File: src/rtl/mcu_spi_master.sv
// SPI master for the MCU link: 24-bit full-duplex frames from a TX FIFO, optional
// NOPE polling when the FIFO is empty, non-NOPE returned frames strobed out.
module mcu_spi_master #(
    parameter int CLK_DIV = 4,
    parameter int CS_GAP  = 8,
    parameter int FIFO_AW = 4,
    parameter bit POLL    = 1'b1
) (
    input  logic        clk,
    input  logic        reset,
    output logic        spi_sck,
    output logic        spi_cs_n,
    output logic        spi_mosi,
    input  logic        spi_miso,
    input  logic [23:0] tx_data,
    input  logic        tx_wr,
    output logic        tx_full,
    output logic        tx_overflow,
    output logic [23:0] rx_data,
    output logic        rx_valid,
    output logic        busy
);
    localparam int DEPTH = 1 << FIFO_AW;

    localparam logic [2:0] IDLE   = 3'd0;
    localparam logic [2:0] SETUP  = 3'd1;
    localparam logic [2:0] SCK_HI = 3'd2;
    localparam logic [2:0] SCK_LO = 3'd3;
    localparam logic [2:0] HOLD   = 3'd4;
    localparam logic [2:0] GAP    = 3'd5;

    localparam logic [7:0]       DIV_LAST = 8'(CLK_DIV - 1);
    localparam logic [15:0]      GAP_LAST = 16'(CS_GAP - 1);
    localparam logic [23:0]      NOPE     = 24'hFF0000;
    localparam logic [FIFO_AW:0] FULL_CNT = (FIFO_AW + 1)'(DEPTH);

    logic [23:0]        mem [DEPTH];
    logic [FIFO_AW-1:0] wr_ptr;
    logic [FIFO_AW-1:0] rd_ptr;
    logic [FIFO_AW:0]   count;
    logic               push;
    logic               pop;
    logic               fifo_empty;
    logic [23:0]        next_frame;

    logic [2:0]  state;
    logic [7:0]  div_cnt;
    logic [15:0] gap_cnt;
    logic [4:0]  bit_cnt;
    logic        hold_phase;
    logic        div_done;
    logic [23:0] tx_sh;
    logic [23:0] rx_sh;

    assign fifo_empty = (count == '0);
    assign tx_full    = (count == FULL_CNT);
    assign push       = tx_wr && !tx_full;
    assign pop        = (state == IDLE) && !fifo_empty;
    assign next_frame = fifo_empty ? NOPE : mem[rd_ptr];
    assign div_done   = (div_cnt == DIV_LAST);
    assign busy       = !spi_cs_n || (state == GAP);

    always_ff @(posedge clk) begin
        if (push) mem[wr_ptr] <= tx_data;
    end

    always_ff @(posedge clk or posedge reset) begin
        if (reset) begin
            wr_ptr      <= '0;
            rd_ptr      <= '0;
            count       <= '0;
            tx_overflow <= 1'b0;
        end else begin
            if (push) wr_ptr <= wr_ptr + 1'b1;
            if (pop)  rd_ptr <= rd_ptr + 1'b1;
            case ({push, pop})
                2'b10:   count <= count + 1'b1;
                2'b01:   count <= count - 1'b1;
                default: ;
            endcase
            if (tx_wr && tx_full) tx_overflow <= 1'b1;
        end
    end

    always_ff @(posedge clk or posedge reset) begin
        if (reset) begin
            state      <= IDLE;
            div_cnt    <= '0;
            gap_cnt    <= '0;
            bit_cnt    <= '0;
            hold_phase <= 1'b0;
            tx_sh      <= '0;
            rx_sh      <= '0;
            spi_sck    <= 1'b0;
            spi_cs_n   <= 1'b1;
            spi_mosi   <= 1'b0;
            rx_data    <= '0;
            rx_valid   <= 1'b0;
        end else begin
            rx_valid <= 1'b0;
            case (state)
                IDLE: begin
                    if (!fifo_empty || POLL) begin
                        tx_sh      <= next_frame;
                        spi_mosi   <= next_frame[23];
                        spi_cs_n   <= 1'b0;
                        bit_cnt    <= 5'd23;
                        div_cnt    <= '0;
                        hold_phase <= 1'b0;
                        state      <= SETUP;
                    end
                end
                SETUP, SCK_LO: begin
                    if (div_done) begin
                        div_cnt <= '0;
                        spi_sck <= 1'b1;
                        state   <= SCK_HI;
                    end else begin
                        div_cnt <= div_cnt + 1'b1;
                    end
                end
                SCK_HI: begin
                    if (div_done) begin
                        div_cnt <= '0;
                        rx_sh   <= {rx_sh[22:0], spi_miso};
                        spi_sck <= 1'b0;
                        if (bit_cnt == 5'd0) begin
                            state <= HOLD;
                        end else begin
                            tx_sh    <= {tx_sh[22:0], 1'b0};
                            spi_mosi <= tx_sh[22];
                            bit_cnt  <= bit_cnt - 1'b1;
                            state    <= SCK_LO;
                        end
                    end else begin
                        div_cnt <= div_cnt + 1'b1;
                    end
                end
                // HOLD spans the low half of SCK period 24 plus one CS hold half-period.
                HOLD: begin
                    if (div_done) begin
                        div_cnt <= '0;
                        if (!hold_phase) begin
                            hold_phase <= 1'b1;
                        end else begin
                            spi_cs_n <= 1'b1;
                            if (rx_sh[23:16] != 8'hFF) begin
                                rx_data  <= rx_sh;
                                rx_valid <= 1'b1;
                            end
                            gap_cnt <= '0;
                            state   <= GAP;
                        end
                    end else begin
                        div_cnt <= div_cnt + 1'b1;
                    end
                end
                GAP: begin
                    if (gap_cnt == GAP_LAST) state <= IDLE;
                    else gap_cnt <= gap_cnt + 1'b1;
                end
                default: state <= IDLE;
            endcase
        end
    end
endmodule

File: config.mk
export PLATFORM = sky130hd
export DESIGN_NAME = mcu_spi_master
export DESIGN_NICKNAME = d
export VERILOG_FILES = /design/src/rtl/mcu_spi_master.sv
export SDC_FILE = /design/constraint.sdc
export NUM_CORES = 1
export LEC_CHECK = 0
export ABC_AREA = 1
export BUFFER_PORTS_ARGS = -buffer_cell sky130_fd_sc_hd__clkbuf_2
export CORE_ASPECT_RATIO = 0.75
export CORE_MARGIN = 5
export CORE_UTILIZATION = 35
export DETAILED_ROUTE_END_ITERATION = 8
export REMOVE_ABC_BUFFERS = 1
export SYNTH_ARGS = -nofsm -noshare
export SYNTH_HDL_FRONTEND = slang
export SYNTH_SLANG_ARGS = --single-unit
File: constraint.sdc
create_clock -name clk -period 3.1 [get_ports clk]
set_input_delay 0.155 -clock clk [delete_from_list [all_inputs] [get_ports clk]]
set_output_delay 0.155 -clock clk [all_outputs]
set_load 0.02 [all_outputs]
==> out/metrics.cfg <==
[place]
placed_cell_area_um2=23240
place.gp.congestion=0.8089
detailed_placement_wirelength_estimate_mm=31.09
placement.io_buffers=58

[timing]
setup-violations-final=0
worst_hold_margin_ps=36.46
worst_slew_pin_slew_ps=1028
hold_viol=0
worst_slew_margin_rel_pct=31.47
fmaxAchievable_mhz=374.6
final_max_slew_viol_count=0
final.setup_skew_ps=26.26
post-route-period-util_pct=86.11
rsz0062_at_grt=false
period_minus_slack_ps=2669

[min_path]
timing.hold.worst.class=input pin to flip-flop
hold_depth=1

[setup_path]
critPathMostFrequentCell=sky130_fd_sc_hd__nand2_1
cp_num_buf_inv=4
endpoint=count[4]$_DFFE_PP0P_
category_of_the_worst_setup_path_capture_point=flip-flop
worstSetupPathDepth=16
rr_startpoint=state[2]$_DFFE_PP0P_
path_max_fanout=14
r2r.worst_path.cells=16
slowest_delay_ps=450
cp-start-kind=flip-flop
timing.setup.critical_path_class=flip-flop to flip-flop
worst_ep_arrival_time_ps=3160
worst_r2r_endpoint=count[4]$_DFFE_PP0P_
cp.required_ps=3590
path_delay_family=simple AND/OR/NAND/NOR gates
r2r_setup_slack_ps=430
list_of_cells_traversed_by_the_critical_path=inv_2, nand3_4, o21ai_0, inv_2, nand2_1, inv_2, ha_1, xor2_1, ha_1, inv_1, nand2_1, and3_1, o21bai_1, nand2_1, nand2_1, nand2_1
worst_path_max_delay_cell=sky130_fd_sc_hd__dfrtp_1
worst_setup_path_startpoint=state[2]$_DFFE_PP0P_

[logic_synthesis]
yosys_warnings=0
seq_area_frac_synth_pct=66.45
synth_flop_cell=sky130_fd_sc_hd__edfxtp_1
netlist_area_um2=21950
synth_edf_count=384
seq_cells_post_synth=506
share_of_synthesized_registers_carrying_an_async_set_or_reset_pct=24.11
avg_synthesized_cell_area_um2=10.25
synthesis.instances=2141
synth_cell_type_count=40

[floorplan]
fp.dieW_um=299.2
floorplan.die.height_um=226.9
floorplan.die_area_um2=67870
floorplan.rows=79
floorplan.core_area_um2=62070
floorplan.initialDensity_pct=35.36
boundary_pins=59

[global_routing]
global_route.usage.total_pct=15.69
largest_net_degree_at_the_start_of_global_routing=195
grt_overflow_total=0
first_global_vias=14510
antenna_found_initial=0
grt_pass1_wl_mm=83.68

[drt]
vias=14900
remaining_drc_errors=0
routed_wl_mm=53.33
ant_nets=0
vias_per_std_cell=4.864
first_pass_iters=5
first_iter_violations=1359
route.detailed.wl_per_inst_um=17.41

[final_layout]
postLayoutCellArea_um2=25210
ratio_of_cells_with_drive_above_1_in_the_final_layout_pct=10.87
insertedDiodeCount=0
nNetsFinal=2252
area_delta_synth_final_pct=14.83
layout_common_cells=sky130_fd_sc_hd__nand2_1, sky130_fd_sc_hd__edfxtp_1, sky130_fd_sc_hd__nand3_1, sky130_fd_sc_hd__inv_1, sky130_fd_sc_hd__nor2_1
layout_commonest_cell=sky130_fd_sc_hd__nand2_1

[power_and_ir_drop]
largest_voltage_drop_on_the_vdd_net_mv=0.5271
power_leakage_nw=10.56
totalPowerFinal_mw=15.86
power.density_cell_area_nw_per_um2=629.2

[clock_tree]
clkTransAtPathRegs_ps=60
clkLatencyLatePin_ps=610
postCtsSetupRepairBufs=0
ctsHtreeMaxLevel=2
cts_made_buffers=52
clock_tree.buffer_depth=3
ctsRootBufferMaster=sky130_fd_sc_hd__clkbuf_16
cts_num_sinks=506
cts_tree=yes

[run]
cap_violations=0

[status]
outcome=finished clean

[sequential cells by signal (all words and copies together) (netlist names), 5 cells and up]
signal and cells:
bit_cnt 5, mem 384, count 5, gap_cnt 16
rx_data 24, rx_sh 24, div_cnt 8, tx_sh 23
[power by group]
part	total [mW]	internal (mW)	switching, mW	leakage, nW
Clock	6.50	3.82	2.68	0.872
Sequential	8.04	7.89	0.152	5.10
Combinational	1.32	0.326	0.999	4.59
Total	15.9	12.0	3.83	10.6
[cells in the mapped netlist (3+ instances only)]
library cell / n / area (um2)
sky130_fd_sc_hd__a21oi_1: 21 / 105.1
sky130_fd_sc_hd__a22oi_1: 14 / 105.1
sky130_fd_sc_hd__buf_1: 12 / 45.04
sky130_fd_sc_hd__buf_2: 48 / 240.2
sky130_fd_sc_hd__buf_4: 3 / 22.52
sky130_fd_sc_hd__buf_6: 15 / 168.9
sky130_fd_sc_hd__clkbuf_1: 22 / 82.58
sky130_fd_sc_hd__dfrtp_1: 121 / 3028
sky130_fd_sc_hd__edfxtp_1: 384 / 11530
sky130_fd_sc_hd__ha_1: 13 / 162.7
sky130_fd_sc_hd__inv_1: 249 / 934.7
sky130_fd_sc_hd__inv_2: 10 / 37.54
sky130_fd_sc_hd__nand2_1: 542 / 2034
sky130_fd_sc_hd__nand2_2: 3 / 18.77
sky130_fd_sc_hd__nand3_1: 298 / 1491
sky130_fd_sc_hd__nand4_1: 7 / 43.79
sky130_fd_sc_hd__nor2_1: 196 / 735.7
sky130_fd_sc_hd__nor2_2: 6 / 37.54
sky130_fd_sc_hd__nor2_4: 3 / 33.78
sky130_fd_sc_hd__nor3_1: 8 / 40.04
sky130_fd_sc_hd__o21ai_0: 86 / 430.4
sky130_fd_sc_hd__o21ai_1: 19 / 95.09
sky130_fd_sc_hd__o21ai_2: 17 / 148.9
sky130_fd_sc_hd__o22ai_1: 5 / 31.28
sky130_fd_sc_hd__xnor2_1: 3 / 26.28
sky130_fd_sc_hd__xor2_1: 18 / 157.7
[worst register-to-register path: cells and delay by family (launching register included)]
| kind | cells | cell delay, ps |
|---|---|---|
| AND/OR/NAND/NOR | 7 | 780 |
| adder cells (fa/ha/maj) | 2 | 470 |
| flip-flops | 1 | 450 |
| buffers and inverters | 4 | 350 |
| AO/OA/AOI/OAI | 2 | 310 |
| XOR/XNOR | 1 | 190 |
[cell type report]
type                    count  area, um2
fillers                  5936      36870
well taps                 810       1013
clock buffers              68       1456
multi-input cells        1275       5948
inverters                 259      977.2
flip-flops and latches    506      14590
repair buffers            117      890.9
clock inverters            29      325.3
[metal layers]
metal	track usage (%)	share of wire [%]	up-vias	wire length [um]
li1	-	-	7216	-
met1	22.93	48	7302	25580
met4	3.627	1.8	0	940
met3	2.584	5.4	72	2881
met2	24.77	45	314	23930
met5	0	0	-	0
[repair_timing]
| action | in CTS | in global routing |
|---|---|---|
| hold buffers | 18 | 0 |
| gates resized for setup | 0 | 0 |
| endpoints found under the hold margin | 229 | 0 |
[through the flow]
step,util [%],worst slack (ps),std cells,TNS (ps)
final,40.61,430.5,3064,0
after global routing,40.61,167.6,3064,0
after CTS,40.61,452.0,3064,0
after detailed placement,37.44,463.2,2949,0
after global placement,37.44,537.4,2949,0
after floorplan,-,-3377,2040,-123940
[worst min path at each step]
stage / slack, ps / end / startpoint
after floorplan: 250 / mem[0][0]$_DFFE_PP_ / tx_data[0]
after global placement: 230 / rx_data[16]$_DFFE_PP0P_ / reset
after detailed placement: 240 / rx_data[17]$_DFFE_PP0P_ / reset
after CTS: 20 / mem[11][3]$_DFFE_PP_ / tx_data[3]
after global routing: 40 / mem[8][3]$_DFFE_PP_ / tx_data[3]
final: 40 / mem[8][3]$_DFFE_PP_ / tx_data[3]
[cell families after synthesis]
| group | synth area share, % |
|---|---|
| AND/OR/NAND/NOR | 20.57 |
| buffers and inverters | 7.000 |
| XOR/XNOR | 0.8380 |
| flip-flops | 66.45 |
| AO/OA/AOI/OAI | 4.406 |
| adder cells (fa/ha/maj) | 0.7411 |
Note: power is estimated with default switching activity, not from simulation.
